**src/rtl/reg_file_scan_ctrl_pkg.sv**
```systemverilog
// Shared constants for the register-file debug scan controller:
// FSM state encodings and walk-mode encodings.
`ifndef REG_FILE_SCAN_CTRL_PKG_SV
`define REG_FILE_SCAN_CTRL_PKG_SV

package reg_file_scan_ctrl_pkg;

    localparam logic [2:0] ST_IDLE  = 3'd0;
    localparam logic [2:0] ST_HALT  = 3'd1;
    localparam logic [2:0] ST_RUN   = 3'd2;
    localparam logic [2:0] ST_DRAIN = 3'd3;
    localparam logic [2:0] ST_FIN   = 3'd4;

    localparam logic MODE_CMP  = 1'b0;
    localparam logic MODE_LOAD = 1'b1;

endpackage

`endif

```
**src/rtl/reg_file_scan_ctrl_cmp.sv**
```systemverilog
// Compare stage of the register scan: checks the read-back word one cycle after
// its address was issued and accumulates the mismatch count and first failing index.
module rf_scan_cmp
    import reg_file_scan_ctrl_pkg::*;
#(
    parameter int unsigned XLEN   = 32,
    parameter int unsigned ADDR_W = 5
) (
    input  logic              clk,
    input  logic              rstb,
    input  logic              clear,
    input  logic              capture,
    input  logic [XLEN-1:0]   cap_data,
    input  logic [ADDR_W-1:0] cap_idx,
    input  logic [XLEN-1:0]   rd_data,
    output logic [ADDR_W:0]   err_count,
    output logic              first_err_valid,
    output logic [ADDR_W-1:0] first_err_addr
);

    logic              pend_q;
    logic [XLEN-1:0]   exp_q;
    logic [ADDR_W-1:0] idx_q;
    logic [ADDR_W:0]   err_count_q;
    logic              first_err_valid_q;
    logic [ADDR_W-1:0] first_err_addr_q;
    logic              mismatch;

    // rd_data now carries the word addressed in the cycle the beat was captured
    assign mismatch = pend_q && (rd_data != exp_q);

    always_ff @(posedge clk) begin
        if (!rstb) begin
            pend_q            <= 1'b0;
            exp_q             <= '0;
            idx_q             <= '0;
            err_count_q       <= '0;
            first_err_valid_q <= 1'b0;
            first_err_addr_q  <= '0;
        end else begin
            pend_q <= capture;
            if (capture) begin
                exp_q <= cap_data;
                idx_q <= cap_idx;
            end
            if (clear) begin
                err_count_q       <= '0;
                first_err_valid_q <= 1'b0;
                first_err_addr_q  <= '0;
            end else if (mismatch) begin
                err_count_q <= err_count_q + (ADDR_W + 1)'(1);
                if (!first_err_valid_q) begin
                    first_err_valid_q <= 1'b1;
                    first_err_addr_q  <= idx_q;
                end
            end
        end
    end

    assign err_count       = err_count_q;
    assign first_err_valid = first_err_valid_q;
    assign first_err_addr  = first_err_addr_q;

endmodule

```
**src/rtl/reg_file_scan_ctrl.sv**
```systemverilog
// Debug sequencer for the core register file: halts the core, then walks every
// register either preloading it from the stream or comparing it against the stream.
module reg_file_scan_ctrl
    import reg_file_scan_ctrl_pkg::*;
#(
    parameter int unsigned NUM_REGS = 32,
    parameter int unsigned XLEN     = 32,
    parameter int unsigned ADDR_W   = 5
) (
    input  logic              clk,
    input  logic              rstb,
    input  logic              start,
    input  logic              mode,
    output logic              halt_req,
    input  logic              halt_ack,
    input  logic              exp_valid,
    input  logic [XLEN-1:0]   exp_data,
    output logic              exp_ready,
    output logic [ADDR_W-1:0] rf_addr,
    output logic              rf_we,
    output logic [XLEN-1:0]   rf_wd,
    input  logic [XLEN-1:0]   rf_rd_data,
    output logic              busy,
    output logic              done,
    output logic [ADDR_W:0]   err_count,
    output logic              first_err_valid,
    output logic [ADDR_W-1:0] first_err_addr
);

    localparam logic [ADDR_W-1:0] LAST_IDX = ADDR_W'(NUM_REGS - 1);

    logic [2:0]        state_q, state_d;
    logic              mode_q;
    logic [ADDR_W-1:0] idx_q;
    logic              beat;
    logic              last_beat;
    logic              cmp_capture;
    logic              cmp_clear;

    // a dropped halt_ack stalls the walk without losing the pending beat
    assign exp_ready   = (state_q == ST_RUN) && halt_ack;
    assign beat        = exp_valid && exp_ready;
    assign last_beat   = beat && (idx_q == LAST_IDX);
    assign cmp_capture = beat && (mode_q == MODE_CMP);
    assign cmp_clear   = (state_q == ST_IDLE) && start;

    assign halt_req = (state_q == ST_HALT) || (state_q == ST_RUN) || (state_q == ST_DRAIN);
    assign busy     = (state_q != ST_IDLE);
    assign done     = (state_q == ST_FIN);
    assign rf_addr  = (state_q == ST_RUN) ? idx_q : '0;
    assign rf_we    = beat && (mode_q == MODE_LOAD);
    assign rf_wd    = rf_we ? exp_data : '0;

    always_comb begin
        state_d = state_q;
        case (state_q)
            ST_IDLE:  if (start) state_d = ST_HALT;
            ST_HALT:  if (halt_ack) state_d = ST_RUN;
            ST_RUN:   if (last_beat) state_d = ST_DRAIN;
            ST_DRAIN: state_d = ST_FIN;
            ST_FIN:   state_d = ST_IDLE;
            default:  state_d = ST_IDLE;
        endcase
    end

    always_ff @(posedge clk) begin
        if (!rstb) begin
            state_q <= ST_IDLE;
            mode_q  <= MODE_CMP;
            idx_q   <= '0;
        end else begin
            state_q <= state_d;
            if (cmp_clear) begin
                mode_q <= mode;
                idx_q  <= '0;
            end else if (beat && !last_beat) begin
                idx_q <= idx_q + ADDR_W'(1);
            end
        end
    end

    rf_scan_cmp #(
        .XLEN   (XLEN),
        .ADDR_W (ADDR_W)
    ) u_cmp (
        .clk             (clk),
        .rstb            (rstb),
        .clear           (cmp_clear),
        .capture         (cmp_capture),
        .cap_data        (exp_data),
        .cap_idx         (idx_q),
        .rd_data         (rf_rd_data),
        .err_count       (err_count),
        .first_err_valid (first_err_valid),
        .first_err_addr  (first_err_addr)
    );

endmodule

```
**config.mk**
```make
export PLATFORM = sky130hd
export DESIGN_NAME = reg_file_scan_ctrl
export DESIGN_NICKNAME = d
export VERILOG_FILES = /design/src/rtl/reg_file_scan_ctrl_pkg.sv /design/src/rtl/reg_file_scan_ctrl_cmp.sv /design/src/rtl/reg_file_scan_ctrl.sv
export SDC_FILE = /design/constraint.sdc
export NUM_CORES = 1
export LEC_CHECK = 0
export CAP_MARGIN = 5
export CELL_PAD_IN_SITES_DETAIL_PLACEMENT = 1
export CELL_PAD_IN_SITES_GLOBAL_PLACEMENT = 1
export CORE_ASPECT_RATIO = 1.1
export CORE_MARGIN = 4
export CORE_UTILIZATION = 31
export DETAILED_ROUTE_END_ITERATION = 8
export GPL_ROUTABILITY_DRIVEN = 0
export PLACE_DENSITY_LB_ADDON = 0.1
export REMOVE_ABC_BUFFERS = 1
export SYNTH_ARGS = -nofsm -noshare
export SYNTH_HDL_FRONTEND = slang
export SYNTH_SLANG_ARGS = --single-unit
```
**constraint.sdc**
```tcl
create_clock -name clk -period 1.8 [get_ports clk]
set_input_delay 0.27 -clock clk [delete_from_list [all_inputs] [get_ports clk]]
set_output_delay 0.27 -clock clk [all_outputs]
set_load 0.02 [all_outputs]
```
==> flow_summary.json <==
{
  "cts_sinks": 59,
  "finalSetupViolations": 32,
  "drtIter0Drc": 64,
  "num-nets-final": 578,
  "drtAntennaViolNets": 0,
  "ys_seq_area_frac": 0.383,
  "via_per_inst": 4.68,
  "hp-start": "u_cmp.idx_q[3]$_SDFFE_PN0P_",
  "wl_per_cell_um": 14.7,
  "clk_pin_slew_ns": 0.08,
  "postSynthAreaPerCell_sq_um": 8.69,
  "maxSlewViolCount": 0,
  "fin_cells": 627,
  "grt_pass1_wl_um": 14900,
  "final.min_clock_period_ns": 1.94,
  "arrival_ns": 1.67,
  "clk_path_buf_depth": 2,
  "root_buffer": "clkbuf_8",
  "ff2ff_setup_slack_ns": 0.11,
  "ir_drop_uv": 377,
  "htree_num_levels": 3,
  "port_buffers": 123,
  "syn_to_final_growth_pct": 62.4,
  "yosys.cell_types.count": 35,
  "ys.flop_type": "dfxtp_1",
  "path_max_fanout": 18,
  "die_w_um": 103,
  "grt_pass1_vias": 3087,
  "synthCells": 355,
  "clk_latency_ns": 0.33,
  "max_slew_margin": 0.779,
  "rsz0062_at_grt": "true",
  "fin_skew_ns": 0.0111,
  "min_path_type": "flip-flop to flip-flop",
  "pre_cts_ws_ns": -0.460,
  "layout_common_cells": "87 x nand2_1, 73 x clkdlybuf4s50_1, 51 x dfxtp_1",
  "initial_core_util": 0.324,
  "maxCapViolCount": 0,
  "mostFrequentLayoutCell": "nand2_1",
  "violations": "negative setup slack",
  "dpl.hpwl_um": 7070,
  "grt_use_total": 0.162,
  "min_to": "u_cmp.first_err_addr[3]$_SDFFE_PP0P_",
  "worstPathRequired_ns": 1.53,
  "worst_r2r_endpoint": "u_cmp.err_count[3]$_SDFFE_PP0P_",
  "hold_viol": 0,
  "fin_crit_sh": 1.08,
  "critPathKind": "flip-flop to output pin",
  "hold_buffers": 0,
  "dieArea_sq_mm": 0.0116,
  "ys_ff_latch": 59,
  "yosysWarnings": 0,
  "antenna_found_initial": 0,
  "rr_startpoint": "u_cmp.exp_q[19]$_SDFFE_PN0P_",
  "fmax_mhz": 516,
  "first_pass_iters": 4,
  "crit_path_start_kind": "flip-flop",
  "min_path_cells": 2,
  "status": "finished, violations left",
  "diodes": 0,
  "yosys.area.top_type": "dfxtp_1",
  "nFillCells": 1093,
  "end_kind": "output pin",
  "synth_edf_count": 0,
  "rows": 37,
  "fp.dieH_um": 113,
  "post-route-worst-setup-slack_ns": -0.139,
  "core_area_sq_mm": 0.00954,
  "ys_top_cells_by_area": "dfxtp_1 38%, nand2_1 11%, xnor2_1 11%",
  "multi_input_area_sq_mm": 0.00186,
  "grt_max_degree": 39,
  "drive_gt1_frac": 0.263,
  "synthArstFlopShare": 0,
  "cts_tree": "built",
  "regArea_sq_mm": 0.00119,
  "p_leak_nw": 1.97,
  "worst_hold_slack_ns": 0.465,
  "netlist.area_leader.share": 0.383,
  "reg2regPathDepth": 7,
  "num_vias": 2932,
  "power.density_mw_per_mm2": 641,
  "ios": 124,
  "placed_cells": 607,
  "numCtsBuffers": 9,
  "overflow": 0,
  "netlist_area_sq_mm": 0.00309,
  "worst_slew_pin_slew_ns": 0.331,
  "wl_um": 9220,
  "post-route-drc-count": 0
}
## cells by family after synthesis
family	after synthesis	share of synthesized area
adder cells (fa/ha/maj)	3	0.0122
XOR/XNOR	39	0.111
flip-flops	59	0.383
buffers and inverters	18	0.0333
AND/OR/NAND/NOR	177	0.302
multiplexers	2	0.00649
AO/OA/AOI/OAI	57	0.153
## timing repair
item,CTS,global route
buffers inserted,2,2
setup endpoints to repair,42,44
gates resized for setup,217,46
pin swaps,0,11
## area by class of cell
class,instances,area share
Multi-Input combinational cell,278,0.370
Timing Repair Buffer,155,0.312
Sequential cell,59,0.238
Tap cell,117,0.0292
Clock buffer,9,0.0247
Clock inverter,7,0.0247
Inverter,2,0.00150
## per-layer routing
layer,vias up,GRT usage,part of all wire
met5,-,0,0
met4,0,0.0380,0.0097
met3,8,0.0454,0.063
met2,80,0.285,0.51
met1,1367,0.193,0.41
li1,1477,-,-
## critical path, cell delays in order (launching register included)
cell and delay [ns]:
dfxtp_2 0.33, nor3b_4 0.27, nand3_4 0.12, nor2_4 0.13, buf_12 0.15, buf_4 0.11, and2_4 0.13, buf_6 0.11
## cells in the mapped netlist (3+ instances only)
| master | count |
|---|---|
| a21boi_0 | 18 |
| nor2_4 | 3 |
| xnor2_1 | 37 |
| dfxtp_1 | 59 |
| and2_1 | 42 |
| nand4_1 | 16 |
| a21boi_2 | 18 |
| a21oi_1 | 10 |
| clkbuf_1 | 11 |
| nor2_1 | 14 |
| nand2b_1 | 3 |
| nand2_1 | 87 |
| ha_1 | 3 |
| o211ai_1 | 4 |
## power breakdown
part	leakage [nW]	internal, W	switching (W)	total [W]
combinational	1.38	0.000240	0.000147	0.000387
clock	0.120	0.000929	0.000568	0.00150
sequential	0.480	0.00132	0.00000883	0.00133
## through the flow
step                total power (W)   util  cell area, sq um  TNS, ns
floorplan                   0.00148      -              2990    -1.64
global placement            0.00174  0.484              4620   -15.01
detailed placement          0.00174  0.484              4620   -16.30
CTS                         0.00325  0.515              4910    -3.64
global route                0.00335  0.525              5010    -5.67
finish                      0.00321  0.525              5010    -2.12
## how the worst max path moves through the flow
| stage | start | end | slack, ns | cells past startpoint |
|---|---|---|---|---|
| final | state_q[0]$_SDFFE_PN0P_ | rf_wd[5] | -0.14 | 7 |
| after global placement | exp_valid | rf_wd[14] | -0.41 | 6 |
| after detailed placement | halt_ack | rf_wd[1] | -0.46 | 6 |
| after CTS | state_q[0]$_SDFFE_PN0P_ | rf_wd[5] | -0.19 | 7 |
| after floorplan | state_q[1]$_SDFFE_PN0P_ | rf_wd[0] | -0.05 | 4 |
| after global routing | state_q[1]$_SDFFE_PN0P_ | rf_wd[5] | -0.25 | 7 |
## state kept, by name, indices dropped and copies added, names as in the netlist
| signal | count |
|---|---|
| u_cmp.exp_q | 32 |
| u_cmp.err_count | 6 |
| idx_q | 5 |
| u_cmp.first_err_addr | 5 |
| u_cmp.idx_q | 5 |
| state_q | 3 |
| mode_q | 1 |
| u_cmp.first_err_valid | 1 |
| u_cmp.pend_q | 1 |
No activity file was read; power rests on OpenSTA's default activity.
